$ cat src/rtl/muldiv_unit_pkg.sv
// Shared definitions for the iterative RV32M multiply/divide unit:
// operand width, funct3 opcodes, FSM state encoding and operand-signedness helpers.
package muldiv_unit_pkg;

  localparam int unsigned XLEN = 32;

  localparam logic [2:0] F3_MUL    = 3'b000;
  localparam logic [2:0] F3_MULH   = 3'b001;
  localparam logic [2:0] F3_MULHSU = 3'b010;
  localparam logic [2:0] F3_MULHU  = 3'b011;
  localparam logic [2:0] F3_DIV    = 3'b100;
  localparam logic [2:0] F3_DIVU   = 3'b101;
  localparam logic [2:0] F3_REM    = 3'b110;
  localparam logic [2:0] F3_REMU   = 3'b111;

  typedef enum logic [1:0] {
    IDLE = 2'd0,
    RUN  = 2'd1,
    WB   = 2'd2
  } state_e;

  // rs1 is treated as signed for MULH, MULHSU, DIV and REM
  function automatic logic a_is_signed(input logic [2:0] f3);
    return (f3 == F3_MULH) || (f3 == F3_MULHSU) || (f3 == F3_DIV) || (f3 == F3_REM);
  endfunction

  // rs2 is treated as signed for MULH, DIV and REM
  function automatic logic b_is_signed(input logic [2:0] f3);
    return (f3 == F3_MULH) || (f3 == F3_DIV) || (f3 == F3_REM);
  endfunction

endpackage

$ cat src/rtl/muldiv_unit.sv
// Iterative RV32M multiply/divide execute unit.
// Operands are latched as magnitudes on start; 32 shift-add (multiply) or
// restoring (divide) iterations follow, then the sign-fixed result is written
// back through a one-cycle regfile write pulse. Latency is fixed for all ops.
// Ports:
//   clk, rst        clock, synchronous active-high reset
//   start, funct3   request (taken only in IDLE) and M-extension op select
//   a, b, rd        rs1 / rs2 values and destination index
//   busy            high while RUN or WB
//   wen, dsel, d    regfile write enable pulse, write index, write data
module muldiv_unit #(
  parameter int unsigned XLEN = muldiv_unit_pkg::XLEN
) (
  input  logic            clk,
  input  logic            rst,
  input  logic            start,
  input  logic [2:0]      funct3,
  input  logic [XLEN-1:0] a,
  input  logic [XLEN-1:0] b,
  input  logic [4:0]      rd,
  output logic            busy,
  output logic            wen,
  output logic [4:0]      dsel,
  output logic [XLEN-1:0] d
);
  import muldiv_unit_pkg::*;

  localparam int unsigned CNT_W = $clog2(XLEN);
  localparam int unsigned PW    = 2 * XLEN;

  state_e state, state_next;

  logic [CNT_W-1:0] cnt;
  logic [2:0]       op;
  logic             neg;       // result needs two's-complement negation
  logic             spec_hit;  // divide-by-zero or signed overflow detected at start
  logic [XLEN-1:0]  spec_val;
  logic [XLEN-1:0]  mcand;     // multiplicand / divisor magnitude
  logic [PW-1:0]    prod;      // {partial product, remaining multiplier bits}
  logic [XLEN-1:0]  rem;       // divider partial remainder
  logic [XLEN-1:0]  quo;       // dividend bits shifted out, quotient bits shifted in

  logic            start_ok, last;
  logic            a_sgn, b_sgn, div_zero, div_ovf;
  logic [XLEN-1:0] a_mag, b_mag;
  logic [XLEN:0]   add_sum, shifted;
  logic            ge;
  logic [PW-1:0]   prod_step, prod_fix;
  logic [XLEN-1:0] rem_step, quo_step, rem_fix, quo_fix, sel, result;

  // State register
  always_ff @(posedge clk) begin
    if (rst) state <= IDLE;
    else     state <= state_next;
  end

  // Next-state logic
  always_comb begin
    state_next = state;
    case (state)
      IDLE:    if (start) state_next = RUN;
      RUN:     if (cnt == CNT_W'(XLEN - 1)) state_next = WB;
      WB:      state_next = IDLE;
      default: state_next = IDLE;
    endcase
  end

  // Operand conditioning and special-case detection at start
  always_comb begin
    start_ok = (state == IDLE) && start;
    last     = (state == RUN) && (cnt == CNT_W'(XLEN - 1));
    a_sgn    = a_is_signed(funct3) && a[XLEN-1];
    b_sgn    = b_is_signed(funct3) && b[XLEN-1];
    a_mag    = a_sgn ? (~a + XLEN'(1)) : a;
    b_mag    = b_sgn ? (~b + XLEN'(1)) : b;
    div_zero = funct3[2] && (b == '0);
    div_ovf  = ((funct3 == F3_DIV) || (funct3 == F3_REM)) &&
               (a == {1'b1, {(XLEN-1){1'b0}}}) && (b == '1);
    // funct3[1] distinguishes REM/REMU from DIV/DIVU
    if (funct3[1]) spec_val = div_zero ? a : '0;
    else           spec_val = div_zero ? '1 : {1'b1, {(XLEN-1){1'b0}}};
  end

  // One multiply and one divide iteration, plus final sign fix and select
  always_comb begin
    add_sum   = {1'b0, prod[PW-1:XLEN]} + (prod[0] ? {1'b0, mcand} : '0);
    prod_step = {add_sum, prod[XLEN-1:1]};

    shifted  = {rem, quo[XLEN-1]};
    ge       = shifted >= {1'b0, mcand};
    rem_step = ge ? XLEN'(shifted - {1'b0, mcand}) : shifted[XLEN-1:0];
    quo_step = {quo[XLEN-2:0], ge};

    prod_fix = neg ? (~prod_step + PW'(1)) : prod_step;
    quo_fix  = neg ? (~quo_step + XLEN'(1)) : quo_step;
    rem_fix  = neg ? (~rem_step + XLEN'(1)) : rem_step;

    case (op)
      F3_MUL:                      sel = prod_fix[XLEN-1:0];
      F3_MULH, F3_MULHSU, F3_MULHU: sel = prod_fix[PW-1:XLEN];
      F3_DIV, F3_DIVU:             sel = quo_fix;
      default:                     sel = rem_fix;
    endcase
    result = spec_hit ? spec_val : sel;
  end

  // Datapath and registered outputs
  always_ff @(posedge clk) begin
    if (rst) begin
      cnt      <= '0;
      op       <= '0;
      neg      <= 1'b0;
      spec_hit <= 1'b0;
      mcand    <= '0;
      prod     <= '0;
      rem      <= '0;
      quo      <= '0;
      busy     <= 1'b0;
      wen      <= 1'b0;
      dsel     <= '0;
      d        <= '0;
    end else begin
      busy <= (state_next != IDLE);
      wen  <= (state_next == WB) && (dsel != '0);
      if (start_ok) begin
        op       <= funct3;
        dsel     <= rd;
        // remainder sign follows the dividend; everything else is sign(a)^sign(b)
        neg      <= (funct3[2] && funct3[1]) ? a_sgn : (a_sgn ^ b_sgn);
        spec_hit <= div_zero || div_ovf;
        mcand    <= b_mag;
        prod     <= {{XLEN{1'b0}}, a_mag};
        rem      <= '0;
        quo      <= a_mag;
        cnt      <= '0;
      end else if (state == RUN) begin
        cnt  <= cnt + CNT_W'(1);
        prod <= prod_step;
        rem  <= rem_step;
        quo  <= quo_step;
        if (last) d <= result;
      end
    end
  end

endmodule

$ cat config.mk
export PLATFORM = sky130hd
export DESIGN_NAME = muldiv_unit
export DESIGN_NICKNAME = d
export VERILOG_FILES = /design/src/rtl/muldiv_unit_pkg.sv /design/src/rtl/muldiv_unit.sv
export SDC_FILE = /design/constraint.sdc
export NUM_CORES = 1
export LEC_CHECK = 0
export BUFFER_PORTS_ARGS = -buffer_cell sky130_fd_sc_hd__buf_2
export CORE_MARGIN = 10
export CORE_UTILIZATION = 45
export CTS_CLUSTER_DIAMETER = 30
export CTS_CLUSTER_SIZE = 24
export DETAILED_ROUTE_END_ITERATION = 8
export GPL_TIMING_DRIVEN = 1
export PLACE_DENSITY = 0.73
export SLEW_MARGIN = 20
export SYNTH_ARGS = -nofsm -noshare
export SYNTH_HDL_FRONTEND = slang
export SYNTH_SLANG_ARGS = --single-unit
$ cat constraint.sdc
create_clock -name clk -period 4.8 [get_ports clk]
set_input_delay 0.96 -clock clk [delete_from_list [all_inputs] [get_ports clk]]
set_output_delay 0.96 -clock clk [all_outputs]
set_load 0.05 [all_outputs]
==> results of run 1 <==
==> stage by stage <==
step	setup slack (ps)	setup TNS (ps)	area (um^2)
finish	42.0	0	22400
global route	-27.5	-73.3	22400
CTS	6.58	0	22200
detailed placement	95.2	0	20300
global placement	41.3	0	20300
floorplan	11.0	0	18100
==> kinds of logic (layout without fill, tap and decap cells) <==
kind of cell / count (synthesis) / count (layout) / synth area share [%]
compound gates: 828 / 828 / 30.1
flops: 211 / 211 / 23.4
mux: 26 / 26 / 1.47
xor+xnor: 189 / 189 / 9.19
other cells: 0 / 1 / 0
buf+inv: 236 / 491 / 4.94
fa+ha+maj: 74 / 74 / 5.22
simple gates: 966 / 966 / 25.6
==> worst paths after layout <==
path / cells past startpoint / to / from
worst max-delay path: 18 / d[25]$_SDFFE_PP0P_ / prod[0]$_SDFFE_PP0P_
worst min-delay path: 2 / d[13]$_SDFFE_PP0P_ / d[13]$_SDFFE_PP0P_
worst max register to register: 18 / d[25]$_SDFFE_PP0P_ / prod[0]$_SDFFE_PP0P_
worst min register to register: 2 / d[13]$_SDFFE_PP0P_ / d[13]$_SDFFE_PP0P_
==> layer usage <==
metal | share of wire [%] | vias to the layer above | global-route usage [%]
met5 | 0 | - | 0
met4 | 5.1 | 0 | 15.7
met3 | 11 | 261 | 7.56
met2 | 43 | 1302 | 49.1
met1 | 40 | 10300 | 41.7
li1 | - | 9744 | -
==> sequential cells by signal, indices dropped and copies added, names as in the netlist <==
register / cells
op: 3
d: 32
busy: 1
prod: 64
wen: 1
rem: 32
state: 2
mcand: 32
dsel: 5
spec_hit: 1
cnt: 5
quo: 32
neg: 1
==> cell usage after synthesis (6+ instances only) <==
library cell	n	area, um^2
o211ai_1	28	210
o221ai_1	18	158
o21bai_1	8	60.1
a211oi_1	139	1040
nand4b_1	6	52.6
clkbuf_1	159	597
or4_1	19	143
o31ai_1	46	345
ha_1	72	901
xor2_1	81	709
nand4_1	37	231
inv_1	69	259
a21o_1	21	158
o41ai_1	19	166
dfxtp_1	211	4220
and3_1	19	119
o21ai_1	11	55.1
or3_1	50	313
and2_1	58	363
nor2b_1	6	37.5
nor2_1	253	950
a311oi_1	7	61.3
nand2b_1	18	113
a21oi_1	234	1170
o22ai_1	9	56.3
a31oi_1	15	93.8
or2_2	9	56.3
a21boi_0	6	45.0
nor3_1	58	290
mux2i_1	22	220
o21a_1	20	150
xnor2_1	108	946
nor4_1	27	169
nand3_1	58	290
nor3b_1	11	82.6
o31a_1	9	78.8
o21ai_0	155	776
a221oi_1	23	201
nand2_1	311	1170
==> timing repair <==
action | 4_1_cts | 5_1_grt
buffers inserted | 0 | 4
resized for setup | 0 | 37
setup endpoints to repair | 0 | 12
==> worst register-to-register path, stage by stage, from the launching register on <==
cell,delay (ps)
dfxtp_1,350
buf_12,200
and2_1,170
ha_1,250
buf_4,150
nor2b_2,160
o31a_1,370
o211a_1,280
or3_1,330
a222oi_1,510
buf_4,220
nor4bb_1,300
buf_4,190
nand4_1,240
o21ai_2,230
mux2i_1,330
nor3b_1,120
buf_4,150
o21ai_0,130
==> layout by cell type (no fill, tap or decap), types with 13 or more instances in the layout <==
cell type / Yosys / layout
xnor2_1: 108 / 108
and2_1: 58 / 57
or4_1: 19 / 19
nand2b_1: 18 / 16
mux2i_1: 22 / 22
o21a_1: 20 / 19
a21o_1: 21 / 21
nand4_1: 37 / 37
ha_1: 72 / 68
dfxtp_1: 211 / 207
o221ai_1: 18 / 18
buf_2: 3 / 112
xor2_1: 81 / 80
and3_1: 19 / 18
a21oi_1: 234 / 233
nand3_1: 58 / 56
a211oi_1: 139 / 137
buf_4: 0 / 207
o21ai_1: 11 / 13
inv_1: 69 / 69
or3_1: 50 / 50
nand2_1: 311 / 310
o31ai_1: 46 / 44
a31oi_1: 15 / 13
nor4_1: 27 / 23
o21ai_0: 155 / 151
o41ai_1: 19 / 18
nor2_1: 253 / 252
nor3_1: 58 / 56
o211ai_1: 28 / 28
a221oi_1: 23 / 22
clkbuf_16: 0 / 55
==> power breakdown <==
group          switching (mW)  internal [mW]
sequential              0.166           1.86
clock                    1.24           2.57
combinational            1.91           1.11
==> cell type report <==
| type | instances | area (um^2) |
|---|---|---|
| timing repair buffer | 321 | 2150 |
| antenna | 1 | 2.50 |
| sequential | 211 | 4230 |
| clock buffer | 73 | 1540 |
| inverter | 70 | 263 |
| tap | 525 | 657 |
| fill | 3731 | 17300 |
| clock inverter | 27 | 352 |
| multi-input combinational | 2083 | 13200 |
==> results.tsv, run 1 <==
metric	value	unit
outcome	finished, final reports clean	
Hold Fails Final Rpt	0	
count of cell types in the netlist	85	
CP Buf/Inv Count	5	
Hold Crit Class	reg2reg	
clock latency at the later pin of the worst-skew pair	620	ps
first-pass GRT wire length	121	mm
post-detail-place hpwl	62.2	mm
Post-DRT Antenna Nets	0	
CTS Sinks	211	
sequential fraction of the synthesis area	23.4	%
routed wire length	80.8	mm
Yosys reg bits	211	
io pins	114	
routed vias	21600	
period utilization	99.1	%
ys flop type	dfxtp_1	
hold_buf cts	0	
core area	39600	um^2
Vias/cell	6.52	
clock-pin slew on the worst setup and hold paths	40	ps
Tightest Pin Transition	1120	ps
mapped cell area	18000	um^2
Num CTS Buffers	55	
CTS root buf	clkbuf_16	
DR pass1 iterations	8	
GP Congestion	1.03	
initial core utilization	45.4	%
fin crit period	4760	ps
VDD IR max	0.287	mV
slowest stage delay, CP	510	ps
die area	48400	um^2
Slew Limit Fails	0	
Clock Path Buffers	3	
CTS tree	done	
Worst slew margin	25.4	%
First DRT Iteration DRCs	2747	
FMAX	210	MHz
synthesized instance count	2530	
Mapped Avg Cell Area	7.12	um^2
Site Rows	73	
H-tree Lvls	2	
Max Cap Violations	0	
vias in the first global route	20100	
Max FO, Critical Path	33	
P&R area growth vs syn	24.1	%
Routed WL per cell	24.4	um
setup violators final	0	
Crit path max-delay family	compound AO/OA/AOI/OAI gates	
I/O Buffers	113	
Most common cell on crit path	buf_4	
die height	220	um
Remaining DRCs	0	
ys async rst share	0	%
Crit Path Class	reg2reg	
layout cells sized above 1	17.6	%
initial antenna violation count	1	
final cell count without fillers	3311	
hold_ws	453	ps
GR Util All Layers	32.1	%
reg2reg setup slack	40	ps
Final Power	8.87	mW
Congestion Overflow GR	0	
Crit-path slowest cell	a222oi_1	
endpoint class of the critical path	register	
skew final	15.4	ps
EDFF count, synth	0	
Required @ worst endpoint	5330	ps
share of the core filled with cells	56.4	%
yosys warns	0	
layout net count	2891	
largest net degree at the start of global routing	94	
RSZ-0062 raised after global routing	true	
placed insts	3206	
Critical Path Source Type	register	
Leakage	8.84	nW
Pwr Density	396	nW/um^2
CP arrival	5290	ps
DIE WIDTH	220	um
critical path, cell by cell	buf_12, and2_1, ha_1, buf_4, nor2b_2, o31a_1, o211a_1, or3_1, a222oi_1, buf_4, nor4bb_1, buf_4, nand4_1, o21ai_2, mux2i_1, nor3b_1, buf_4, o21ai_0	
Mapped Nets	2679	
(Power assumes the default switching activity.)
==> inputs of run 2 (changes only) <==
--- a/config.mk
+++ b/config.mk
@@ -9,4 +9,5 @@
 export CORE_MARGIN = 10
 export CORE_UTILIZATION = 45
+export CTS_BUF_LIST = sky130_fd_sc_hd__clkbuf_8
 export CTS_CLUSTER_DIAMETER = 30
 export CTS_CLUSTER_SIZE = 24
==> constraint.sdc (replaced) <==
create_clock -name clk -period 4.8 [get_ports clk]
set_input_delay 0.96 -clock clk [delete_from_list [all_inputs] [get_ports clk]]
set_output_delay 0.96 -clock clk [all_outputs]
set_load 0.01 [all_outputs]
==> results.tsv, run 2 (synthesized netlist as in run 1, its figures left out) <==
metric	value	unit
P&R area growth vs syn	20.8	%
Tightest Pin Transition	1080	ps
share of the core filled with cells	54.9	%
FMAX	213	MHz
H-tree Lvls	2	
I/O Buffers	113	
slowest stage delay, CP	530	ps
crit path from	prod[0]$_SDFFE_PP0P_	
Crit-path slowest cell	or4_1	
Slew Limit Fails	0	
CTS Sinks	211	
die area	48400	um^2
Most common cell on crit path	buf_4	
io pins	114	
reg-to-reg startpoint	prod[0]$_SDFFE_PP0P_	
number of flip-flops under the largest register name	64	
Max Cap Violations	0	
First DRT Iteration DRCs	2469	
CTS tree	done	
Post-DRT Antenna Nets	0	
Hold Crit Class	reg2reg	
DR pass1 iterations	8	
Post-Place Worst Slack	95.2	ps
Biggest register	prod	
hold path depth	2	
DIE WIDTH	220	um
Register Area	4230	um^2
Multi-input gate area	13200	um^2
Congestion Overflow GR	0	
endpoint class of the critical path	register	
most frequent cells in the layout	nand2_1, nor2_1, a21oi_1	
Critical Path Source Type	register	
largest net degree at the start of global routing	94	
Clock Path Buffers	3	
clock latency at the later pin of the worst-skew pair	690	ps
routed wire length	80.4	mm
Pwr Density	352	nW/um^2
Worst slew margin	27.5	%
core area	39600	um^2
CTS root buf	clkbuf_8	
Routed WL per cell	24.3	um
fillers	3828	
post-route setup slack	103	ps
setup violators final	0	
Crit path max-delay family	simple AND/OR/NAND/NOR gates	
Num CTS Buffers	55	
Register-to-Register Path Depth	17	
die height	220	um
layout cells sized above 1	17.9	%
clock-pin slew on the worst setup and hold paths	50	ps
Site Rows	73	
post-detail-place hpwl	62.2	mm
Vias/cell	6.47	
Required @ worst endpoint	5390	ps
reg2reg end	d[25]$_SDFFE_PP0P_	
Hold Fails Final Rpt	0	
commonest non-fill, non-tap cell in the layout	nand2_1	
CP arrival	5290	ps
Worst Min Path Start	d[13]$_SDFFE_PP0P_	
Remaining DRCs	0	
skew final	34.0	ps
GP Congestion	1.03	
setup TNS	0	ps
initial core utilization	45.4	%
VDD IR max	0.270	mV
hold_buf cts	0	
Crit Path Class	reg2reg	
period utilization	97.8	%
CP Buf/Inv Count	4	
vias in the first global route	20000	
critical path, cell by cell	buf_12, and2_1, ha_1, a21oi_1, o21a_1, nor2_1, or4_1, a222oi_1, buf_4, nor4bb_2, buf_4, nand4_1, o21ai_2, mux2i_1, nor3b_1, buf_4, o21ai_0	
first-pass GRT wire length	120	mm
Leakage	8.56	nW
reg2reg setup slack	100	ps
Max FO, Critical Path	33	
layout net count	2891	
GR Util All Layers	31.9	%
outcome	finished, final reports clean	
fin crit period	4700	ps
Final Power	7.67	mW
initial antenna violation count	4	
routed vias	21400	
Min-Delay Endpoint	d[13]$_SDFFE_PP0P_	
run 2: cell types whose count changed in the layout (fill, tap and decap cells not counted), moves of 2 or more:
cell and delta:
ha_1 -5, inv_8 +2, ha_4 +2, dfxtp_1 -2
inv_16 -2, clkbuf_16 -55, dfxtp_2 +2, ha_2 +3
inv_1 +8, clkbuf_1 -8, clkbuf_8 +55
run 2: how the worst max path moves through the flow:
stage                         endpoint  slack, ps  depth (start not counted)
floorplan           d[24]$_SDFFE_PP0P_         10                         22
global placement    d[25]$_SDFFE_PP0P_         40                         17
detailed placement  d[30]$_SDFFE_PP0P_        100                         20
CTS                 d[30]$_SDFFE_PP0P_         50                         20
global route        d[24]$_SDFFE_PP0P_        -70                         18
finish              d[25]$_SDFFE_PP0P_        100                         17
run 2: per-layer routing:
layer | up-vias | wire, um | GRT usage [%]
met1 | 10100 | 32700 | 41.4
met2 | 1252 | 34500 | 48.4
met3 | 278 | 9070 | 8.32
met5 | - | 30 | 0
li1 | 9738 | - | -
met4 | 4 | 4100 | 15.1
run 2: per-stage QoR:
stage	instance area, um^2	hold WS [ps]	cells
floorplan	18100	440	2530
global placement	20300	437	3206
detailed placement	20300	442	3206
CTS	21500	449	3306
global route	21800	473	3310
finish	21800	452	3311
run 2: timing repair:
action | CTS | global route
resized for setup | 0 | 45
setup endpoints to repair | 0 | 10
hold endpoints to repair | 0 | 0
setup buffers | 0 | 4
run 2: layout make-up:
type / count / share of cell area [%]
Clock inverter: 35 / 1.67
Antenna cell: 1 / 0.0115
Sequential cell: 211 / 19.4
Inverter: 70 / 1.21
Tap cell: 525 / 3.02
Timing Repair Buffer: 321 / 9.90
Clock buffer: 65 / 4.11
Multi-Input combinational cell: 2083 / 60.6
run 2: power by group:
| group | total [mW] | internal, mW | switching [mW] |
|---|---|---|---|
| Clock | 2.63 | 1.57 | 1.06 |
| Sequential | 2.02 | 1.86 | 0.165 |
| Combinational | 3.01 | 1.11 | 1.90 |
| Total | 7.67 | 4.54 | 3.13 |
run 2: tightest hold or removal path, delay by kind of cell (launching register included):
family,cells,cell delay (ps)
DFF,1,300
AOI/OAI and AO/OA,1,50
and+or+nand+nor,1,50
